===== src/rtl/systolic_feeder.sv =====
// Front end of the 4x4 int8 systolic array: latches A/B on start, clears the
// array, streams both matrices diagonally skewed onto the edge buses, then drains.
module systolic_feeder #(
    parameter int DATA_W       = 8,
    parameter int DRAIN_CYCLES = 3
) (
    input  logic                  clk,
    input  logic                  reset,
    input  logic                  start,
    input  logic [16*DATA_W-1:0]  a_mat,
    input  logic [16*DATA_W-1:0]  b_mat,
    output logic                  ready,
    output logic                  busy,
    output logic                  arr_rst_n,
    output logic [DATA_W-1:0]     a0,
    output logic [DATA_W-1:0]     a1,
    output logic [DATA_W-1:0]     a2,
    output logic [DATA_W-1:0]     a3,
    output logic [DATA_W-1:0]     b0,
    output logic [DATA_W-1:0]     b1,
    output logic [DATA_W-1:0]     b2,
    output logic [DATA_W-1:0]     b3,
    output logic                  done
);
    localparam int MAT_W = 16 * DATA_W;
    localparam logic [3:0] LAST_BEAT  = 4'd6;
    localparam logic [3:0] LAST_DRAIN = 4'(DRAIN_CYCLES - 1);

    typedef enum logic [1:0] {IDLE, CLEAR, STREAM, DRAIN} state_e;

    state_e                  state_q;
    logic [3:0]              beat_q;
    logic [3:0]              beat_d;
    logic [MAT_W-1:0]        mat_a_q, mat_b_q;
    logic [3:0][DATA_W-1:0]  edge_a_q, edge_b_q;
    logic [3:0][DATA_W-1:0]  edge_a_d, edge_b_d;
    logic                    ready_q, busy_q, arr_rst_n_q, done_q;

    // Skewed beat for the cycle about to be registered: lane i lags lane 0 by i.
    always_comb begin
        beat_d = (state_q == STREAM) ? beat_q + 4'd1 : 4'd0;
        for (int i = 0; i < 4; i++) begin
            int k;
            k = int'(beat_d) - i;
            edge_a_d[i] = '0;
            edge_b_d[i] = '0;
            if (k >= 0 && k <= 3) begin
                edge_a_d[i] = mat_a_q[MAT_W-1-DATA_W*(4*i+k) -: DATA_W];
                edge_b_d[i] = mat_b_q[MAT_W-1-DATA_W*(4*k+i) -: DATA_W];
            end
        end
    end

    always_ff @(posedge clk or negedge reset) begin
        if (!reset) begin
            state_q     <= IDLE;
            beat_q      <= '0;
            mat_a_q     <= '0;
            mat_b_q     <= '0;
            edge_a_q    <= '0;
            edge_b_q    <= '0;
            ready_q     <= 1'b0;
            busy_q      <= 1'b0;
            arr_rst_n_q <= 1'b0;
            done_q      <= 1'b0;
        end else begin
            done_q <= 1'b0;
            case (state_q)
                IDLE: begin
                    ready_q     <= 1'b1;
                    busy_q      <= 1'b0;
                    arr_rst_n_q <= 1'b1;
                    edge_a_q    <= '0;
                    edge_b_q    <= '0;
                    if (start) begin
                        mat_a_q     <= a_mat;
                        mat_b_q     <= b_mat;
                        state_q     <= CLEAR;
                        ready_q     <= 1'b0;
                        busy_q      <= 1'b1;
                        arr_rst_n_q <= 1'b0;
                    end
                end
                CLEAR: begin
                    state_q     <= STREAM;
                    beat_q      <= '0;
                    arr_rst_n_q <= 1'b1;
                    edge_a_q    <= edge_a_d;
                    edge_b_q    <= edge_b_d;
                end
                STREAM: begin
                    // Past the last beat edge_*_d is all zero, so DRAIN starts clean.
                    edge_a_q <= edge_a_d;
                    edge_b_q <= edge_b_d;
                    if (beat_q == LAST_BEAT) begin
                        state_q <= DRAIN;
                        beat_q  <= '0;
                    end else begin
                        beat_q <= beat_q + 4'd1;
                    end
                end
                DRAIN: begin
                    edge_a_q <= '0;
                    edge_b_q <= '0;
                    if (beat_q == LAST_DRAIN) begin
                        state_q <= IDLE;
                        beat_q  <= '0;
                        done_q  <= 1'b1;
                        ready_q <= 1'b1;
                        busy_q  <= 1'b0;
                    end else begin
                        beat_q <= beat_q + 4'd1;
                    end
                end
                default: state_q <= IDLE;
            endcase
        end
    end

    assign ready     = ready_q;
    assign busy      = busy_q;
    assign arr_rst_n = arr_rst_n_q;
    assign done      = done_q;
    assign a0 = edge_a_q[0];
    assign a1 = edge_a_q[1];
    assign a2 = edge_a_q[2];
    assign a3 = edge_a_q[3];
    assign b0 = edge_b_q[0];
    assign b1 = edge_b_q[1];
    assign b2 = edge_b_q[2];
    assign b3 = edge_b_q[3];
endmodule

===== config.mk =====
export PLATFORM = sky130hd
export DESIGN_NAME = systolic_feeder
export DESIGN_NICKNAME = d
export VERILOG_FILES = /design/src/rtl/systolic_feeder.sv
export SDC_FILE = /design/constraint.sdc
export NUM_CORES = 1
export LEC_CHECK = 0
export BUFFER_PORTS_ARGS = -buffer_cell sky130_fd_sc_hd__buf_4
export CORE_MARGIN = 2
export CORE_UTILIZATION = 25
export CTS_CLUSTER_DIAMETER = 40
export DETAILED_ROUTE_END_ITERATION = 16
export HOLD_SLACK_MARGIN = 0.08
export PLACE_DENSITY = 0.41
export SLEW_MARGIN = 5
export SYNTH_ARGS = -nofsm -noshare
export SYNTH_HDL_FRONTEND = slang
export SYNTH_SLANG_ARGS = --single-unit

===== constraint.sdc =====
create_clock -name clk -period 6.35 [get_ports clk]
set_input_delay 0.635 -clock clk [delete_from_list [all_inputs] [get_ports clk]]
set_output_delay 0.635 -clock clk [all_outputs]
set_load 0.03 [all_outputs]

==> results of run 1 <==
power breakdown:
group / internal (mW) / switching, mW / total, mW / leakage, nW
sequential: 3.03 / 1.09 / 4.12 / 4.02
clock: 2.65 / 1.36 / 4.01 / 1.28
combinational: 2.84 / 2.82 / 5.67 / 4.98
worst min-delay path by stage:
| stage | slack (ns) | end |
|---|---|---|
| floorplan | 0.34 | a0[0] |
| global placement | 0.49 | mat_b_q[72] |
| detailed placement | 0.49 | mat_b_q[78] |
| CTS | 0.19 | mat_b_q[61] |
| global route | 0.21 | mat_a_q[16] |
| finish | 0.24 | mat_b_q[89] |
sequential cells by signal (all words and copies together), names as in the netlist, 2 cells and up:
name     cells
a0           8
a1           8
a2           8
a3           8
b0           8
b1           8
b2           8
b3           8
beat_q       4
mat_a_q    128
mat_b_q    128
state_q      2
metrics by stage:
step / util, % / power [mW] / worst slack, ns
floorplan: - / 7.939 / 1.590
global placement: 30.08 / 9.684 / 1.382
detailed placement: 30.08 / 9.771 / 1.277
CTS: 33.88 / 13.88 / 1.277
global route: 33.88 / 14.62 / 0.9764
finish: 33.89 / 13.80 / 1.314
logic make-up after synthesis:
family | synth area share, %
mux | 29.96
compound gates | 11.52
buf+inv | 3.682
fa+ha+maj | 1.757
flops | 46.38
simple gates | 5.896
xor+xnor | 0.8011
per-layer routing:
| metal | track usage, % | wire (µm) | up-vias |
|---|---|---|---|
| met5 | 0 | 55 | - |
| met4 | 5.132 | 1472 | 8 |
| met3 | 5.041 | 5007 | 95 |
| met2 | 26.13 | 29120 | 510 |
| met1 | 24.70 | 29470 | 6910 |
| li1 | - | - | 6043 |
cell usage in the layout (no fill, tap or decap), drive strengths merged, types with 8 or more instances in the layout:
cell	instances
clkbuf	94
mux4	64
a2111oi	9
a221o	16
o221ai	16
mux2i	98
a311oi	8
nand2	79
o22ai	25
and3	8
a21oi	64
a22o	8
nor2b	25
o211ai	24
clkinv	18
nand3	9
ha	25
inv	40
a21o	15
a211oi	30
nand2b	19
mux2	258
clkinvlp	8
buf	348
dfrtp	330
o21a	17
o21ai	63
nor3	9
bufinv	8
and2	17
nor2	36
critical path, cell delays in order (launching register included):
cell and delay (ns):
dfrtp_4 0.73, inv_1 0.13, ha_1 0.34, nor2b_2 0.11, buf_4 0.34, inv_1 0.10
buf_4 0.25, ha_1 0.35, xnor2_4 0.55, ha_2 0.82, buf_4 0.33, mux2i_1 0.09
mux4_2 0.47, a21o_1 0.18, a21oi_1 0.12
area by class of cell:
type                       instances  area (µm²)  area share (%)
inverter                          30       125.1          0.5254
clock inverter                    44       611.8           2.569
sequential                       330        8262           34.69
multi-input combinational        971        8920           37.45
tap                              940        1176           4.939
antenna                            2       5.005         0.02102
timing repair buffer             349        2668           11.20
clock buffer                      94        2048           8.600
==> metrics.md, run 1 <==
| Metric | Value |
|---|---|
| Hold_sp | `b_mat[89]` |
| Number of nets still failing antenna checks after routing | `0` |
| R2R Setup Slk | `1.31 ns` |
| VDD IR max | `0.0002742 V` |
| Worst relative slew slack | `25.13%` |
| Critical path fanouts, max | `33` |
| Status | `finished clean` |
| Final instance area | `23820 µm²` |
| Ys flop type | `dfrtp_1` |
| Gpl congestion | `0.8339` |
| # Post-CTS Setup Buffers | `0` |
| Tightest hold margin | `0.2375 ns` |
| Pre-Repair DR Iteration Count | `5` |
| Sequential element share of the synthesized area | `46.38%` |
| Clock skew | `0.03352 ns` |
| Area Growth Syn to Fin | `33.75%` |
| Tightest Hold Check Type | `primary input to flip-flop` |
| Reg clk slew, reported paths | `0.05 ns` |
| Final hold vios | `0` |
| Post-synth EDFFs | `0` |
| CP Data Arrival Time | `5.57 ns` |
| Largest net degree at the start of global routing | `156` |
| Crit path to | `a1[0]` |
| TritonCTS clock tree | `built` |
| Initial antenna violation count | `4` |
| Worst-Margin Slew | `1.123 ns` |
| Count of different cell masters after synthesis | `56` |
| Root buf cell | `clkbuf_16` |
| Die Wd | `between 200 and 300 µm` |
| Final setup viols | `0` |
| Reg2reg end | `a1[0]` |
| Gate Count Post-Synth | `1446` |
| Most frequent cell after synthesis | `dfrtp_1` |
| Layout cells sized above 1 | `between 40 and 50%` |
| Commonest cells in the netlist | `330 x dfrtp_1, 258 x mux2_2, 98 x mux2i_1` |
| Yosys warns | `0` |
| GR Overflow Total | `0` |
| Slew Limit Fails | `0` |
| Setup TNS | `0 ns` |
| Leakage | `10.28 nW` |
| CP required | `6.88 ns` |
| Sink Count | `330` |
| Final period demand of the worst path | `slightly above 5 ns` |
| PortBufs | `326` |
| Max Cap Viol | `0` |
| Yosys reg bits | `330` |
| Cell Area, Placed | `21140 µm²` |
| Filler cells | `6968` |
| Via count | `13.57k` |
| Share of the clock period used by the worst path | `79.31%` |
| CTS Buf Count | `75` |
| H-tree depth | `3` |
| Synth top area cells | `dfrtp_1 46%, mux2_2 16%, mux4_2 7.8%, mux2i_1 5.5%, a21oi_1 1.8%` |
| Pwr dens | `roughly 580 nW/µm²` |
| Dpl cells | `2619` |
| F_max | `between 150 and 200 MHz` |
| Register-to-Register Path Depth | `14` |
| CTS resizes | `0` |
| RSZ-0062 raised after global routing | `no` |
| Avg WL per Cell | `23.59 µm` |
| Critical path startpoint category | `flip-flop` |
| Setup CP Type | `flip-flop to flip-flop` |
| First DRT Iteration DRCs | `1009` |
| FFs w/ async S/R, synth | `100.0%` |
| Cts hold-fix bufs | `1` |
| Synthesized area | `17810 µm²` |
| Core area | `70270 µm²` |
| Routed WL | `65.12 mm` |
| Final #Nets | `~2.0k` |
| Non-Filler Instances | `2760` |
| First-pass GRT wire length | `roughly 96 mm` |
| Initial Utilization | `25.34%` |
| Vias/cell | `4.915` |
| Worst setup path startpoint | `beat_q[0]` |
| Clk Latency, worst-skew pair | `0.63 ns` |
| Mapped Avg Cell Area | `12.31 µm²` |
| Hold Path Depth | `2` |
| Worst Setup End Kind | `flip-flop` |
| Synthesized net count | `1730` |
| Hpwl dp | `46.63 mm` |
| Row Count | `97` |
| Number of global-route vias before repair | `13.91k` |
| Post-route DRC violation count | `0` |
| Aggregate global-route resource usage | `17.59%` |
| Top-area cell type share of the netlist area | `approximately 46%` |
| Synth area leader | `dfrtp_1` |
| Die Area | `73370 µm²` |
| Reg-to-reg critical path startpoint | `beat_q[0]` |
| I/O pin cnt | `327` |
| Bufs on Longest Clock Path | `3` |
| Die Y | `about 270 µm` |
No activity file was read; power rests on OpenSTA's default activity.
==> run 2: changes to the inputs <==
==> constraint.sdc (replaced) <==
create_clock -name clk -period 5.2 [get_ports clk]
set_input_delay 0.52 -clock clk [delete_from_list [all_inputs] [get_ports clk]]
set_output_delay 0.52 -clock clk [all_outputs]
set_load 0.03 [all_outputs]
==> run 2 against run 1 <==
Wire length grew 1.2%. Clock-buffer cell count shrank 8. Register-to-register slack lost 0.56 ns. Critical endpoint is now a3[3].
==> metrics.md, run 2 (same netlist as run 1, synthesis figures left out) <==
| Metric | Value |
|---|---|
| PortBufs | `326` |
| Final period demand of the worst path | `around 4.4 ns` |
| Initial antenna violation count | `8` |
| Logic pwr share | `between 40 and 50%` |
| Pwr dens | `around 700 nW/µm²` |
| Leakage | `10.49 nW` |
| Final worst slack | `0.7527 ns` |
| Worst Setup End Kind | `flip-flop` |
| VDD IR max | `0.0002527 V` |
| CP required | `about 5.7 ns` |
| Filler cells | `7021` |
| Internal Pwr Total | `10.44 mW` |
| Met1 Track Usage GR | `25.42%` |
| CTS Buf Count | `74` |
| Tightest Hold Check Type | `primary input to flip-flop` |
| Slew Limit Fails | `0` |
| R2R Setup Slk | `between 0.7 and 0.8 ns` |
| Worst relative slew slack | `30.24%` |
| Number of nets still failing antenna checks after routing | `0` |
| Worst setup path startpoint | `state_q[0]` |
| Gpl congestion | `0.8623` |
| Clock power share | `29.0%` |
| Pre-Repair DR Iteration Count | `7` |
| Sink Count | `330` |
| Critical path startpoint category | `flip-flop` |
| Aggregate global-route resource usage | `about 18%` |
| Share of the clock period used by the worst path | `85.53%` |
| Critical path fanouts, max | `33` |
| Largest net degree at the start of global routing | `117` |
| Status | `finished clean` |
| Biggest regs | `mat_a_q (128), mat_b_q (128)` |
| Clk Latency, worst-skew pair | `about 0.64 ns` |
| Max Cap Viol | `0` |
| Die Y | `270.9 µm` |
| H-tree depth | `3` |
| F_max | `224.9 MHz` |
| Via count | `roughly 14k` |
| Area Growth Syn to Fin | `36.78%` |
| Hpwl dp | `between 40 and 50 mm` |
| Die Wd | `270.9 µm` |
| Worst-Margin Slew | `1.035 ns` |
| Register cell area after layout | `8262 µm²` |
| Post-route DRC violation count | `0` |
| First DRT Iteration DRCs | `~800` |
| First-pass GRT wire length | `97.86 mm` |
| Vias/cell | `around 4.9` |
| Multi-input logic area | `approximately 8900 µm²` |
| Reg-to-reg critical path startpoint | `state_q[0]` |
| Root buf cell | `clkbuf_16` |
| Net Sw Frac | `38.78%` |
| Cell Area, Placed | `21220 µm²` |
| GR Overflow Total | `0` |
| Bufs on Longest Clock Path | `3` |
| Final setup viols | `0` |
| Dpl ws | `0.7919 ns` |
| Number of global-route vias before repair | `14.32k` |
| Initial Utilization | `25.34%` |
| Routed WL | `about 66 mm` |
| Final instance area | `24350 µm²` |
| Clock skew | `0.05104 ns` |
| Psw | `6.610 mW` |
| Setup CP Type | `flip-flop to flip-flop` |
| I/O pin cnt | `327` |
| Most common cell after layout, fill and taps aside | `buf_4` |
| GRT busiest layer | `met2` |
| Reg clk slew, reported paths | `0.05 ns` |
| GRT met3 Usage | `4.296%` |
| Final #Nets | `2087` |
| Row Count | `97` |
| Avg WL per Cell | `23.46 µm` |
| TritonCTS clock tree | `built` |
| Layout cells sized above 1 | `44.37%` |
| Die Area | `73370 µm²` |
| RSZ-0062 raised after global routing | `no` |
| Commonest non-fill, non-tap cells in the layout | `346 x buf_4, 329 x dfrtp_1, 258 x mux2_2` |
| Setup TNS | `0 ns` |
| Core area | `70270 µm²` |
| Fraction of power consumed by sequential logic | `29.6%` |
| Hold_sp | `a_mat[89]` |
| Final hold vios | `0` |
| Met2 usage | `26.92%` |
| CP Data Arrival Time | `slightly below 5 ns` |
## run 2: path summary, 6_finish.rpt
| kind | end | cells after the start |
|---|---|---|
| setup / recovery | a3[3] | 13 |
| min in group asynchronous | mat_b_q[116] | 2 |
| setup reg to reg | a3[3] | 13 |
| hold reg to reg | mat_b_q[23] | 1 |
| max in group asynchronous | beat_q[0] | 3 |
| hold / removal | mat_a_q[89] | 2 |
## run 2: cell type report
type                       count  share of cell area, %
inverter                      30                 0.5137
multi-input combinational    971                  36.62
clock inverter                51                  2.882
clock buffer                  86                  8.199
timing repair buffer         396                  12.99
antenna                        4                0.04110
tap                          940                  4.829
sequential                   330                  33.92
## run 2: what timing repair did
item                                   CTS  global route
hold buffers                            43             0
buffers inserted                         0             0
resized for setup                        0             0
endpoints found under the hold margin  144             0
## run 2: routing by layer
layer / routed length, µm / part of all wire (%) / vias to the layer above
met5: 67 / 0.10 / -
met3: 4537 / 6.9 / 95
met4: 1358 / 2.1 / 10
li1: - / - / 6161
met1: 30130 / 46 / 7101
met2: 29780 / 45 / 508
## run 2: power by group through the flow
stage	logic, mW	registers, mW	clock network, mW
after floorplan	5.25	4.44	0
after global placement	6.92	5.03	0
after detailed placement	7.03	5.03	0
after CTS	7.09	5.00	5.06
after global routing	7.67	5.17	5.19
final	7.06	5.04	4.94
## run 2: through the flow
stage / total power [mW] / utilization (%) / hold slack (ns) / std cells
floorplan: 9.694 / - / 0.2244 / 1446
global placement: 11.94 / 30.19 / 0.4857 / 2624
detailed placement: 12.06 / 30.19 / 0.4888 / 2624
CTS: 17.15 / 34.64 / 0.08010 / 2804
global route: 18.03 / 34.65 / 0.08591 / 2806
finish: 17.05 / 34.66 / 0.1167 / 2808
## run 2: critical path: stages, from the launching register on
cell and delay (ns):
dfrtp_1 0.41, inv_1 0.10, ha_2 0.72, nor2b_2 0.29, buf_4 0.36, ha_1 0.36, xnor2_4 0.20, inv_4 0.18
ha_1 0.33, buf_4 0.44, mux4_2 0.39, mux2i_1 0.19, mux2i_1 0.10, and3_1 0.23
